[src/rtl/stack_mem_ctrl_if.sv]
// Bundles the command, response, status and stack-RAM signals of stack_mem_ctrl.
// The master side is the environment (CPU strobes, response consumer, RAM read data).
interface stack_mem_ctrl_if #(
    parameter int DATA_W = 8,
    parameter int AW     = 4
);
    logic              cmd_valid;
    logic              cmd_ready;
    logic [1:0]        cmd_op;
    logic [DATA_W-1:0] cmd_data;
    logic              rsp_valid;
    logic              rsp_ready;
    logic [DATA_W-1:0] rsp_data;
    logic              err_overflow;
    logic              err_underflow;
    logic [AW:0]       count;
    logic              empty;
    logic              full;
    logic              ram_we;
    logic              ram_re;
    logic [AW-1:0]     ram_addr;
    logic [DATA_W-1:0] ram_wdata;
    logic [DATA_W-1:0] ram_rdata;

    modport master (
        output cmd_valid, cmd_op, cmd_data, rsp_ready, ram_rdata,
        input  cmd_ready, rsp_valid, rsp_data, err_overflow, err_underflow,
               count, empty, full, ram_we, ram_re, ram_addr, ram_wdata
    );

    modport slave (
        input  cmd_valid, cmd_op, cmd_data, rsp_ready, ram_rdata,
        output cmd_ready, rsp_valid, rsp_data, err_overflow, err_underflow,
               count, empty, full, ram_we, ram_re, ram_addr, ram_wdata
    );
endinterface

[src/rtl/stack_mem_ctrl.sv]
// Stack sequencer for a single-port synchronous RAM: owns the stack pointer and
// turns PUSH/POP/TOS/CLEAR into RAM write/read sequences with a valid/ready response.
module stack_mem_ctrl #(
    parameter int DATA_W = 8,
    parameter int AW     = 4
) (
    input logic             clk,
    input logic             rst,
    stack_mem_ctrl_if.slave bus_io
);
    localparam logic [2:0] S_IDLE = 3'd0;
    localparam logic [2:0] S_WR   = 3'd1;
    localparam logic [2:0] S_RD   = 3'd2;
    localparam logic [2:0] S_RCAP = 3'd3;
    localparam logic [2:0] S_RESP = 3'd4;

    localparam logic [1:0] OP_PUSH  = 2'b00;
    localparam logic [1:0] OP_POP   = 2'b01;
    localparam logic [1:0] OP_TOS   = 2'b10;
    localparam logic [1:0] OP_CLEAR = 2'b11;

    localparam logic [AW:0] DEPTH_C = {1'b1, {AW{1'b0}}};
    localparam logic [AW:0] ONE_C   = {{AW{1'b0}}, 1'b1};
    localparam logic [AW:0] ZERO_C  = {(AW+1){1'b0}};

    logic [2:0]        state_q, state_d;
    logic [AW:0]       sp_q, sp_d;
    logic [DATA_W-1:0] wlatch_q, wlatch_d;
    logic [DATA_W-1:0] rsp_data_q, rsp_data_d;
    logic              is_pop_q, is_pop_d;
    logic              ovf_q, ovf_d;
    logic              unf_q, unf_d;

    logic              accept_s;
    logic              empty_s;
    logic              full_s;
    logic [AW:0]       sp_m1_s;

    assign accept_s = bus_io.cmd_valid && (state_q == S_IDLE);
    assign empty_s  = (sp_q == ZERO_C);
    assign full_s   = (sp_q == DEPTH_C);
    assign sp_m1_s  = sp_q - ONE_C;

    // Next-state, stack pointer and data-latch decode.
    always_comb begin
        state_d    = state_q;
        sp_d       = sp_q;
        wlatch_d   = wlatch_q;
        rsp_data_d = rsp_data_q;
        is_pop_d   = is_pop_q;
        ovf_d      = 1'b0;
        unf_d      = 1'b0;
        case (state_q)
            S_IDLE: begin
                if (accept_s) begin
                    case (bus_io.cmd_op)
                        OP_PUSH: begin
                            if (full_s) begin
                                ovf_d = 1'b1;
                            end else begin
                                wlatch_d = bus_io.cmd_data;
                                state_d  = S_WR;
                            end
                        end
                        OP_POP, OP_TOS: begin
                            if (empty_s) begin
                                unf_d = 1'b1;
                            end else begin
                                is_pop_d = (bus_io.cmd_op == OP_POP);
                                state_d  = S_RD;
                            end
                        end
                        OP_CLEAR: sp_d = ZERO_C;
                        default:  sp_d = sp_q;
                    endcase
                end else begin
                    state_d = S_IDLE;
                end
            end
            S_WR: begin
                sp_d    = sp_q + ONE_C;
                state_d = S_IDLE;
            end
            S_RD: begin
                // The pointer drops here so count already reflects the pop during RCAP.
                if (is_pop_q) begin
                    sp_d = sp_m1_s;
                end else begin
                    sp_d = sp_q;
                end
                state_d = S_RCAP;
            end
            S_RCAP: begin
                rsp_data_d = bus_io.ram_rdata;
                state_d    = S_RESP;
            end
            S_RESP: begin
                if (bus_io.rsp_ready) begin
                    state_d = S_IDLE;
                end else begin
                    state_d = S_RESP;
                end
            end
            default: state_d = S_IDLE;
        endcase
    end

    // State and datapath registers; reset aborts any in-flight op.
    always_ff @(posedge clk or posedge rst) begin
        if (rst) begin
            state_q    <= S_IDLE;
            sp_q       <= ZERO_C;
            wlatch_q   <= {DATA_W{1'b0}};
            rsp_data_q <= {DATA_W{1'b0}};
            is_pop_q   <= 1'b0;
            ovf_q      <= 1'b0;
            unf_q      <= 1'b0;
        end else begin
            state_q    <= state_d;
            sp_q       <= sp_d;
            wlatch_q   <= wlatch_d;
            rsp_data_q <= rsp_data_d;
            is_pop_q   <= is_pop_d;
            ovf_q      <= ovf_d;
            unf_q      <= unf_d;
        end
    end

    // RAM strobes are Moore outputs of state and pointer, idle-zero elsewhere.
    always_comb begin
        bus_io.ram_we    = 1'b0;
        bus_io.ram_re    = 1'b0;
        bus_io.ram_addr  = {AW{1'b0}};
        bus_io.ram_wdata = {DATA_W{1'b0}};
        case (state_q)
            S_WR: begin
                bus_io.ram_we    = 1'b1;
                bus_io.ram_addr  = sp_q[AW-1:0];
                bus_io.ram_wdata = wlatch_q;
            end
            S_RD: begin
                bus_io.ram_re   = 1'b1;
                bus_io.ram_addr = sp_m1_s[AW-1:0];
            end
            default: begin
                bus_io.ram_we = 1'b0;
                bus_io.ram_re = 1'b0;
            end
        endcase
    end

    assign bus_io.cmd_ready     = (state_q == S_IDLE);
    assign bus_io.rsp_valid     = (state_q == S_RESP);
    assign bus_io.rsp_data      = rsp_data_q;
    assign bus_io.err_overflow  = ovf_q;
    assign bus_io.err_underflow = unf_q;
    assign bus_io.count         = sp_q;
    assign bus_io.empty         = empty_s;
    assign bus_io.full          = full_s;

endmodule

[src/flat_wrapper.sv]
// flat-port wrapper written by rule: the top's interface ports become plain ports
module stack_mem_ctrl_flat 
#(
    parameter int DATA_W = 8,
    parameter int AW     = 4
)
  (clk, rst, bus_io_cmd_valid, bus_io_cmd_op, bus_io_cmd_data, bus_io_rsp_ready, bus_io_ram_rdata, bus_io_cmd_ready, bus_io_rsp_valid, bus_io_rsp_data, bus_io_err_overflow, bus_io_err_underflow, bus_io_count, bus_io_empty, bus_io_full, bus_io_ram_we, bus_io_ram_re, bus_io_ram_addr, bus_io_ram_wdata);
  stack_mem_ctrl_if #(.DATA_W(DATA_W), .AW(AW)) bus_io_i ();
  input logic clk;
  input logic rst;
  input wire logic [$bits(bus_io_i.cmd_valid)-1:0] bus_io_cmd_valid;
  input wire logic [$bits(bus_io_i.cmd_op)-1:0] bus_io_cmd_op;
  input wire logic [$bits(bus_io_i.cmd_data)-1:0] bus_io_cmd_data;
  input wire logic [$bits(bus_io_i.rsp_ready)-1:0] bus_io_rsp_ready;
  input wire logic [$bits(bus_io_i.ram_rdata)-1:0] bus_io_ram_rdata;
  output wire logic [$bits(bus_io_i.cmd_ready)-1:0] bus_io_cmd_ready;
  output wire logic [$bits(bus_io_i.rsp_valid)-1:0] bus_io_rsp_valid;
  output wire logic [$bits(bus_io_i.rsp_data)-1:0] bus_io_rsp_data;
  output wire logic [$bits(bus_io_i.err_overflow)-1:0] bus_io_err_overflow;
  output wire logic [$bits(bus_io_i.err_underflow)-1:0] bus_io_err_underflow;
  output wire logic [$bits(bus_io_i.count)-1:0] bus_io_count;
  output wire logic [$bits(bus_io_i.empty)-1:0] bus_io_empty;
  output wire logic [$bits(bus_io_i.full)-1:0] bus_io_full;
  output wire logic [$bits(bus_io_i.ram_we)-1:0] bus_io_ram_we;
  output wire logic [$bits(bus_io_i.ram_re)-1:0] bus_io_ram_re;
  output wire logic [$bits(bus_io_i.ram_addr)-1:0] bus_io_ram_addr;
  output wire logic [$bits(bus_io_i.ram_wdata)-1:0] bus_io_ram_wdata;
  assign bus_io_i.cmd_valid = bus_io_cmd_valid;
  assign bus_io_i.cmd_op = bus_io_cmd_op;
  assign bus_io_i.cmd_data = bus_io_cmd_data;
  assign bus_io_i.rsp_ready = bus_io_rsp_ready;
  assign bus_io_i.ram_rdata = bus_io_ram_rdata;
  assign bus_io_cmd_ready = bus_io_i.cmd_ready;
  assign bus_io_rsp_valid = bus_io_i.rsp_valid;
  assign bus_io_rsp_data = bus_io_i.rsp_data;
  assign bus_io_err_overflow = bus_io_i.err_overflow;
  assign bus_io_err_underflow = bus_io_i.err_underflow;
  assign bus_io_count = bus_io_i.count;
  assign bus_io_empty = bus_io_i.empty;
  assign bus_io_full = bus_io_i.full;
  assign bus_io_ram_we = bus_io_i.ram_we;
  assign bus_io_ram_re = bus_io_i.ram_re;
  assign bus_io_ram_addr = bus_io_i.ram_addr;
  assign bus_io_ram_wdata = bus_io_i.ram_wdata;
  stack_mem_ctrl #(.DATA_W(DATA_W), .AW(AW)) u_core (.clk(clk), .rst(rst), .bus_io(bus_io_i));
endmodule
[config.mk]
export PLATFORM = sky130hd
export DESIGN_NAME = stack_mem_ctrl_flat
export DESIGN_NICKNAME = d
export VERILOG_FILES = /design/src/rtl/stack_mem_ctrl_if.sv /design/src/rtl/stack_mem_ctrl.sv /design/src/flat_wrapper.sv
export SDC_FILE = /design/constraint.sdc
export NUM_CORES = 1
export LEC_CHECK = 0
export CORE_ASPECT_RATIO = 2
export CORE_MARGIN = 2
export CORE_UTILIZATION = 46
export CTS_BUF_LIST = sky130_fd_sc_hd__clkbuf_16
export DETAILED_ROUTE_END_ITERATION = 6
export GPL_TIMING_DRIVEN = 0
export PLACE_DENSITY = 0.81
export SYNTH_ARGS = -nofsm -noshare
export SYNTH_HDL_FRONTEND = slang
export SYNTH_SLANG_ARGS = --single-unit
[constraint.sdc]
create_clock -name clk -period 3.3 [get_ports clk]
set_clock_uncertainty 0.05 [all_clocks]
set_input_delay 0.495 -clock clk [delete_from_list [all_inputs] [get_ports clk]]
set_output_delay 0.495 -clock clk [all_outputs]
set_load 0.01 [all_outputs]
==> results of run 1 <==
[sequential cells by signal, summed over array words and instances, names as in the netlist]
name	flops
u_core.state_q	3
u_core.bus_io.count	5
u_core.wlatch_q	8
u_core.bus_io.err_underflow	1
u_core.is_pop_q	1
u_core.bus_io.err_overflow	1
u_core.bus_io.rsp_data	8
[kinds of logic after synthesis]
logic type	Yosys count
AND/OR/NAND/NOR	40
buffers and inverters	13
flip-flops	27
AO/OA/AOI/OAI	22
multiplexers	18
adder cells (fa/ha/maj)	6
[area by class of cell]
type                       count  area share
tap                           30      0.0181
timing repair buffer          54       0.261
buffer                         4      0.0127
clock inverter                 1     0.00242
clock buffer                   3      0.0362
sequential                    27       0.326
inverter                       9      0.0187
multi-input combinational     86       0.325
[power by group]
group	internal, W	total (W)	leakage (nW)	switching, W
combinational	0.000586	0.00108	0.559	0.000490
clock	0.000163	0.000274	0.0409	0.000110
sequential	0.000483	0.000593	0.333	0.000111
[routing by layer]
layer,global-route usage,wire (microns),up-vias,part of all wire
li1,-,-,550,-
met1,0.233,1180,566,0.34
met2,0.396,2040,49,0.59
met3,0.0370,203,4,0.059
met4,0.0515,44,0,0.013
met5,0,0,-,0
[cell usage after synthesis]
cell type,instances,area share
a21oi_1,5,0.018
inv_6,1,0.0062
mux2i_1,1,0.0071
nand2b_1,1,0.0044
dfrtp_1,27,0.48
a41oi_2,1,0.012
o22ai_1,3,0.013
a22oi_1,1,0.0053
ha_1,6,0.053
and3_1,3,0.013
mux2_2,17,0.14
o21ai_0,7,0.025
a22o_4,1,0.012
nor3_1,1,0.0035
inv_1,7,0.019
or3b_2,1,0.0062
buf_6,1,0.0080
a221oi_4,1,0.019
nand3_1,3,0.011
nor2_1,9,0.024
nand3b_1,2,0.011
buf_2,2,0.0071
or3b_1,2,0.012
nand2_1,6,0.016
nand3b_4,1,0.014
clkbuf_2,1,0.0035
inv_2,1,0.0027
and2_1,10,0.044
a31oi_1,3,0.013
or3_1,1,0.0044
[metrics by stage]
step	worst slack, ns	std cells	hold slack (ns)	total power [W]
finish	0.396	214	0.448	0.00194
global route	0.246	214	0.472	0.00207
CTS	0.383	214	0.450	0.00196
detailed placement	0.676	210	0.435	0.00167
global placement	0.738	210	0.430	0.00163
floorplan	1.33	126	0.420	0.00118
[worst max-delay path by stage]
stage                           start            endpoint  slack, ns  cells past startpoint
global route        u_core.state_q[2]  bus_io_ram_addr[2]       0.25                      7
floorplan           u_core.state_q[2]  bus_io_ram_addr[2]       1.33                      6
CTS                 u_core.state_q[2]  bus_io_ram_addr[2]       0.38                      7
detailed placement  u_core.state_q[2]  bus_io_ram_addr[2]       0.68                      7
finish              u_core.state_q[2]  bus_io_ram_addr[2]       0.40                      7
global placement    u_core.state_q[2]  bus_io_ram_addr[2]       0.74                      7
[layout by cell type (no fill, tap or decap), drive strengths merged]
cell type      Yosys  layout
a21oi              5       5
and2              10      10
or3                1       1
mux2              17      17
ha                 6       6
inv                9       9
nand2b             1       1
or3b               3       3
o21ai              7       7
buf                3       3
nor2               9       9
and3               3       3
a221oi             1       1
a22o               1       1
clkbuf             1       4
clkdlybuf4s50      0      54
nand3b             3       3
o22ai              3       3
clkinv             0       1
dfrtp             27      27
a31oi              3       3
a41oi              1       1
nand3              3       3
nand2              6       6
mux2i              1       1
nor3               1       1
a22oi              1       1
==> impl_metrics.csv, run 1 <==
group,metric,value,unit
synthesis,muxShareOfSynthArea,0.142,
synthesis,syn_avg_cell_area,11.2,sq um
clocking,postCtsHoldBufs,0,
timing,post-route-period-util,0.880,
clocking,cts_buffers,3,
worst_setup_path,cp-start-kind,"register",
floorplan,start_util,0.480,
routing,drc_errors,0,
worst_setup_path,max_stage_delay,0.57,ns
cells_and_area,stdcell_area,0.00207,sq mm
worst_setup_path,reg2reg_to,"u_core.bus_io.count[4]",
cells_and_area,insertedDiodeCount,0,
floorplan,dieArea,0.00356,sq mm
hold_path,hold_start,"u_core.wlatch_q[6]",
synthesis,synth_top_family_by_area,"simple AND/OR/NAND/NOR gates",
power,power_density,938,mW/mm^2
routing,drtIter0Drc,23,
worst_setup_path,reg2regPathDepth,6,
timing,fmax,344,MHz
floorplan,core_area,0.00294,sq mm
flow_run,drv_cap,0,
cells_and_area,num-nets-final,213,
worst_setup_path,timing_worst_setup_path_type,"reg -> out",
floorplan,dieWidth,43.2,microns
synthesis,synth_adder_area_share,0.0531,
cells_and_area,n_fill_cell,241,
worst_setup_path,r2r_start,"u_core.bus_io.count[0]",
placement,finalWeightedCongestion,0.895,
worst_setup_path,rrSetupSlack,1.45,ns
synthesis,ys_warn_count,0,
clocking,clockBufferDepth,2,
cells_and_area,seq_area,676,sq um
placement,portBuffers,54,
global_route,grt_pass1_wl,5.68,mm
clocking,cts_resized,0,
timing,worst_pin_slew,1.00,ns
worst_setup_path,critPathSlowestCell,"clkdlybuf4s50_1",
cells_and_area,postLayoutCoreUtil,0.704,
status,status,"finished clean",
timing,setup_viol,0,
clocking,cts_root_buf,"clkbuf_16",
placement,hpwl,2.73,mm
routing,firstDrtPassIters,4,
hold_path,hold_path_end,"u_core.wlatch_q[6]",
clocking,cts_tree,"built",
floorplan,fp.dieH,82.4,microns
worst_setup_path,cp_cell_sequence,"or3b_1 -> buf_2 -> inv_2 -> buf_2 -> o21ai_0 -> o21ai_0 -> clkdlybuf4s50_1",
cells_and_area,syn2layout_area_growth,46.5,%
global_route,overflow,0,
worst_setup_path,cp.required,2.75,ns
clocking,htree_levels,1,
worst_setup_path,arrival,2.36,ns
hold_path,hold_depth,1,
synthesis,ys_seq_area_frac,0.478,
global_route,antenna_found_initial,0,
synthesis,synth_xor_area_frac,0,
worst_setup_path,crit_fanout,10,
routing,wl_per_cell,16.2,microns
synthesis,postSynthCellCount,126,
routing,via_per_inst,5.46,
timing,min_period,2.90,ns
synthesis,syn_area,0.00141,sq mm
synthesis,yosysUniqueCellTypes,30,
global_route,groute.usage.overall,0.208,
synthesis,synth-seq-cells,27,
timing,hold_violations,0,
global_route,grt_pass1_vias,1280,
global_route,grt_start_max_net_pins,28,
cells_and_area,multiInputGateArea,673,sq um
routing,postRouteWirelength,3.46,mm
hold_path,hold_path.class,"reg -> reg",
worst_setup_path,crit_path_end_kind,"primary output",
worst_setup_path,cp_top_family,"buffers and inverters",
clocking,clk_pin_slew_worst_paths,0.07,ns
synthesis,synthSimpleGateAreaFrac,0.164,
floorplan,ios,55,
cells_and_area,layout-drive-gt1-share,0.174,
synthesis,syn_nets,154,
timing,rsz0062_at_grt,"false",
timing,maxSlewHeadroom,0.330,
clocking,cts_sinks,27,
synthesis,synth_compound_gate_area_share,0.117,
floorplan,fp-row-count,28,
routing,dr_total_vias,1169,
clocking,clock_latency,0.26,ns
placement,dpl_cell_area,0.00199,sq mm
clocking,post_cts.repair.setup_buffers,0,
timing,drv_slew,0,
power,p_leak,0.933,nW
worst_setup_path,critical_path_buf_inv_count,4,
power,ir_worst_vdd,619,uV
routing,drtAntennaViolNets,0,
timing,fin_tns_setup,0,ns
(Power assumes the default switching activity.)
==> run 2, diff against run 1 <==
--- a/config.mk
+++ b/config.mk
@@ -5,7 +5,7 @@
 export SDC_FILE = /design/constraint.sdc
 export NUM_CORES = 1
 export LEC_CHECK = 0
-export CORE_ASPECT_RATIO = 2
+export ABC_CLOCK_PERIOD_IN_PS = 3300
 export CORE_MARGIN = 2
 export CORE_UTILIZATION = 46
 export CTS_BUF_LIST = sky130_fd_sc_hd__clkbuf_16
==> run 2 against run 1 <==
Effect of this change: combinational power about the same; clock-buffer cell count unchanged; via count down 2.8%; global-route usage down 1.4 points; critical endpoint unchanged; largest cell class unchanged.
==> impl_metrics.csv, run 2 (same netlist as run 1, synthesis figures left out) <==
group,metric,value,unit
routing,drtAntennaViolNets,0,
worst_setup_path,critPathSlowestCell,"clkdlybuf4s50_1",
hold_path,hold_path_end,"u_core.wlatch_q[3]",
worst_setup_path,reg2reg_to,"u_core.bus_io.count[4]",
worst_setup_path,arrival,2.36,ns
cells_and_area,final_common_cell,"clkdlybuf4s50_1",
worst_setup_path,timing_worst_setup_path_type,"reg -> out",
timing,worst_pin_slew,1.03,ns
status,status,"finished clean",
cells_and_area,final_cell_mix,"clkdlybuf4s50_1 (54), dfrtp_1 (27), mux2_2 (17), and2_1 (10), nor2_1 (9)",
cells_and_area,insertedDiodeCount,0,
clocking,cts_sinks,27,
clocking,clk_pin_slew_worst_paths,0.07,ns
cells_and_area,stdcell_area,0.00208,sq mm
hold_path,hold_start,"u_core.wlatch_q[3]",
cells_and_area,postLayoutCoreUtil,0.698,
timing,post-route-period-util,0.880,
routing,postRouteWirelength,3.27,mm
global_route,grt_pass1_vias,1087,
routing,firstDrtPassIters,4,
worst_setup_path,rrSetupSlack,1.44,ns
worst_setup_path,max_stage_delay,0.55,ns
timing,setup_viol,0,
timing,fin_tns_setup,0,ns
timing,min_period,2.90,ns
flow_run,drv_cap,0,
clocking,cts_resized,0,
clocking,clockBufferDepth,2,
floorplan,dieWidth,59.4,microns
clocking,clock_latency,0.26,ns
timing,rsz0062_at_grt,"false",
worst_setup_path,cp.required,2.75,ns
power,p_int,0.00123,W
clocking,cts_tree,"built",
hold_path,hold_depth,1,
power,pwr-share-comb,0.549,
routing,dr_total_vias,1136,
worst_setup_path,reg2regPathDepth,6,
timing,fmax,345,MHz
routing,drc_errors,0,
floorplan,fp.dieH,59.4,microns
power,power_switching,0.000711,W
worst_setup_path,cp-startpoint,"u_core.state_q[2]",
floorplan,ios,55,
hold_path,hold_path.class,"reg -> reg",
power,switching_share,0.366,
floorplan,dieArea,0.00353,sq mm
placement,portBuffers,54,
timing,maxSlewHeadroom,0.311,
floorplan,fp-row-count,20,
clocking,cts_buffers,3,
placement,dpl_cell_area,0.00200,sq mm
worst_setup_path,cp-start-kind,"register",
timing,drv_slew,0,
cells_and_area,n_fill_cell,223,
global_route,overflow,0,
worst_setup_path,r2r_start,"u_core.bus_io.count[0]",
routing,wl_per_cell,15.1,microns
clocking,cts_root_buf,"clkbuf_16",
floorplan,start_util,0.475,
placement,finalWeightedCongestion,0.839,
worst_setup_path,crit_path_end_kind,"primary output",
global_route,grt_pass1_wl,5.17,mm
routing,drtIter0Drc,50,
power,p_leak,0.929,nW
worst_setup_path,cp_cell_sequence,"or3b_1 -> buf_2 -> inv_2 -> buf_2 -> o21ai_0 -> o21ai_0 -> clkdlybuf4s50_1",
cells_and_area,layout-drive-gt1-share,0.174,
global_route,groute.usage.overall,0.194,
global_route,antenna_found_initial,0,
clocking,post_cts.repair.setup_buffers,0,
placement,hpwl,2.44,mm
clocking,htree_levels,1,
cells_and_area,syn2layout_area_growth,47.0,%
cells_and_area,num-nets-final,213,
power,clockPowerShare,0.146,
global_route,grt_start_max_net_pins,28,
timing,hold_violations,0,
power,seqPwrFrac,0.305,
power,power_density,935,mW/mm^2
worst_setup_path,crit_fanout,10,
clocking,postCtsHoldBufs,0,
floorplan,core_area,0.00298,sq mm
power,ir_worst_vdd,478,uV
routing,via_per_inst,5.24,
[run 2: how the worst max path moves through the flow]
stage | end | cells after the start | slack [ns]
after floorplan | bus_io_ram_addr[2] | 6 | 1.33
after global placement | bus_io_ram_addr[2] | 7 | 0.72
after detailed placement | bus_io_ram_addr[2] | 7 | 0.70
after CTS | bus_io_ram_addr[2] | 7 | 0.41
after global routing | bus_io_ram_addr[2] | 7 | 0.28
final | bus_io_ram_addr[2] | 7 | 0.40
[run 2: per-layer routing]
layer / vias up / wire length (microns) / global-route usage
met4: 0 / 16 / 0.0487
met1: 543 / 1370 / 0.257
met3: 2 / 203 / 0.0502
met2: 37 / 1680 / 0.316
met5: - / 0 / 0
li1: 554 / - / -
[run 2: through the flow]
| stage | power, W | setup WS (ns) | std cells | hold WS, ns |
|---|---|---|---|---|
| after floorplan | 0.00118 | 1.33 | 126 | 0.420 |
| after global placement | 0.00162 | 0.725 | 213 | 0.429 |
| after detailed placement | 0.00166 | 0.704 | 213 | 0.438 |
| after CTS | 0.00196 | 0.407 | 217 | 0.452 |
| after global routing | 0.00208 | 0.284 | 217 | 0.471 |
| final | 0.00194 | 0.397 | 217 | 0.451 |
[run 2: layout make-up]
cell class | instances | area [sq um] | share of cell area
Timing Repair Buffer | 54 | 541 | 0.260
Sequential cell | 27 | 676 | 0.325
Multi-Input combinational cell | 86 | 673 | 0.324
Inverter | 9 | 38.8 | 0.0187
Clock inverter | 1 | 7.51 | 0.00361
Tap cell | 33 | 41.3 | 0.0199
Buffer | 4 | 26.3 | 0.0126
Clock buffer | 3 | 75.1 | 0.0361
[run 2: power by group through the flow]
stage | logic [W] | clock network, W | registers (W)
final | 0.00107 | 0.000284 | 0.000593
after global routing | 0.00116 | 0.000302 | 0.000614
after CTS | 0.00108 | 0.000288 | 0.000594
after detailed placement | 0.00106 | 0 | 0.000601
after global placement | 0.00104 | 0 | 0.000586
after floorplan | 0.000567 | 0 | 0.000611
[run 2: worst max-delay path, delay by kind of cell (launching register included)]
family,cells,cell delay (ns)
buffers and inverters,4,1.06
AOI/OAI and AO/OA,2,0.20
and+or+nand+nor,1,0.39
DFF,1,0.45
==> run 3, diff against run 2 <==
--- a/config.mk
+++ b/config.mk
@@ -6,12 +6,15 @@
 export NUM_CORES = 1
 export LEC_CHECK = 0
 export ABC_CLOCK_PERIOD_IN_PS = 3300
+export CELL_PAD_IN_SITES_DETAIL_PLACEMENT = 1
+export CELL_PAD_IN_SITES_GLOBAL_PLACEMENT = 1
 export CORE_MARGIN = 2
-export CORE_UTILIZATION = 46
+export CORE_UTILIZATION = 50
 export CTS_BUF_LIST = sky130_fd_sc_hd__clkbuf_16
 export DETAILED_ROUTE_END_ITERATION = 6
+export DONT_BUFFER_PORTS = 1
 export GPL_TIMING_DRIVEN = 0
-export PLACE_DENSITY = 0.81
+export PLACE_DENSITY = 0.79
 export SYNTH_ARGS = -nofsm -noshare
 export SYNTH_HDL_FRONTEND = slang
 export SYNTH_SLANG_ARGS = --single-unit
==> run 3 against run 2 <==
Effect of this change: first-iteration DRC count is 78% lower; register-to-register slack got worse by 0.07 ns; sequential share of layout area increased by 12 points; sequential cell count did not move; via count is 16% lower; non-clock buffer count decreased by 54; largest cell class unchanged; wire length fell by 6.2%; sequential power rose by 8.1%.
==> impl_metrics.csv, run 3 (same netlist as run 1, synthesis figures left out) <==
group,metric,value,unit
timing,min_period,2.45,ns
floorplan,core_area,0.00271,sq mm
clocking,clockBufferDepth,2,
worst_setup_path,rrSetupSlack,1.37,ns
floorplan,ios,55,
timing,drv_slew,0,
floorplan,dieArea,0.00327,sq mm
worst_setup_path,reg2regPathDepth,6,
cells_and_area,multiInputGateArea,673,sq um
floorplan,fp-row-count,19,
timing,setup_viol,0,
cells_and_area,final_common_cell,"dfrtp_1",
placement,hpwl,2.20,mm
placement,portBuffers,0,
cells_and_area,layout-drive-gt1-share,0.246,
clocking,cts_tree,"built",
global_route,antenna_found_initial,0,
timing,worst_pin_slew,1.04,ns
clocking,post_cts.repair.setup_buffers,0,
routing,via_per_inst,5.93,
timing,fin_tns_setup,0,ns
worst_setup_path,cp-start-kind,"register",
timing,fmax,408,MHz
timing,post-route-period-util,0.743,
cells_and_area,stdcell_area,0.00153,sq mm
global_route,grt_pass1_wl,5.02,mm
worst_setup_path,cp_cell_sequence,"or3b_1 -> buf_2 -> inv_2 -> buf_2 -> o21ai_0 -> o21ai_0",
routing,wl_per_cell,19.1,microns
status,status,"finished clean",
worst_setup_path,max_stage_delay,0.46,ns
hold_path,hold_path.class,"in -> reg",
clocking,clock_latency,0.26,ns
hold_path,hold_start,"bus_io_rsp_ready",
global_route,groute.usage.overall,0.201,
worst_setup_path,timing_worst_setup_path_type,"reg -> out",
routing,dr_total_vias,955,
routing,firstDrtPassIters,4,
clocking,htree_levels,1,
placement,finalWeightedCongestion,0.766,
cells_and_area,num-nets-final,159,
clocking,cts_buffers,3,
clocking,cts_sinks,27,
clocking,postCtsHoldBufs,0,
routing,drc_errors,0,
global_route,grt_pass1_vias,1052,
timing,holdWs,0.284,ns
worst_setup_path,critPathSlowestCell,"dfrtp_1",
routing,drtAntennaViolNets,0,
floorplan,dieWidth,57.2,microns
timing,hold_violations,0,
routing,drtIter0Drc,11,
cells_and_area,final_cell_mix,"dfrtp_1 (27), mux2_2 (17), and2_1 (10), nor2_1 (9)",
routing,postRouteWirelength,3.07,mm
worst_setup_path,cp.required,2.75,ns
placement,dpl_cell_area,0.00145,sq mm
cells_and_area,syn2layout_area_growth,8.41,%
clocking,cts_resized,0,
floorplan,start_util,0.522,
cells_and_area,n_fill_cell,290,
power,ir_worst_vdd,546,uV
worst_setup_path,r2r_start,"u_core.bus_io.count[0]",
power,p_leak,0.731,nW
clocking,clk_pin_slew_worst_paths,0.07,ns
timing,maxSlewHeadroom,0.304,
power,power_density,1050,mW/mm^2
floorplan,fp.dieH,57.2,microns
worst_setup_path,arrival,1.91,ns
cells_and_area,insertedDiodeCount,0,
global_route,overflow,0,
timing,rsz0062_at_grt,"false",
flow_run,drv_cap,0,
global_route,grt_start_max_net_pins,28,
hold_path,hold_depth,1,
cells_and_area,seq_area,676,sq um
clocking,cts_root_buf,"clkbuf_16",
worst_setup_path,crit_fanout,10,
worst_setup_path,crit_path_end_kind,"primary output",
hold_path,hold_path_end,"u_core.state_q[2]",
worst_setup_path,reg2reg_to,"u_core.bus_io.count[4]",
[run 3: worst max path at each step]
stage                       from                  to  slack [ns]
2_1_floorplan  u_core.state_q[2]  bus_io_ram_addr[2]        1.33
3_3_place_gp   u_core.state_q[2]  bus_io_ram_addr[2]        1.16
3_5_place_dp   u_core.state_q[2]  bus_io_ram_addr[2]        1.12
4_1_cts        u_core.state_q[2]  bus_io_ram_addr[2]        0.84
5_1_grt        u_core.state_q[2]  bus_io_ram_addr[2]        0.72
6_report       u_core.state_q[2]  bus_io_ram_addr[2]        0.85
[run 3: area by class of cell]
| type | count | share of cell area |
|---|---|---|
| multi-input cells | 86 | 0.439 |
| clock buffers | 3 | 0.0490 |
| well taps | 31 | 0.0253 |
| clock inverters | 1 | 0.00327 |
| flip-flops and latches | 27 | 0.441 |
| inverters | 9 | 0.0253 |
| plain buffers | 4 | 0.0171 |
[run 3: per-layer routing]
layer | GRT usage | up-vias | part of all wire
met4 | 0.0698 | 0 | 0.012
met3 | 0.0658 | 4 | 0.072
met5 | 0 | - | 0
met2 | 0.350 | 35 | 0.51
met1 | 0.232 | 474 | 0.41
li1 | - | 442 | -
[run 3: power breakdown]
part | internal, W | total (W) | switching (W)
Clock | 0.000164 | 0.000279 | 0.000115
Sequential | 0.000482 | 0.000641 | 0.000159
Combinational | 0.000292 | 0.000687 | 0.000395
[run 3: critical path: cells and delay by family, from the launching register on]
kind,cells,cell delay (ns)
AO/OA/AOI/OAI,2,0.27
buffers and inverters,3,0.53
AND/OR/NAND/NOR,1,0.40
flip-flops,1,0.46
[run 3: metrics by stage]
stage	power, W	std cells	setup WS (ns)	util
global route	0.00172	161	0.721	0.566
global placement	0.00129	157	1.16	0.536
floorplan	0.00118	126	1.33	-
detailed placement	0.00133	157	1.12	0.536
finish	0.00161	161	0.847	0.566
CTS	0.00162	161	0.837	0.566
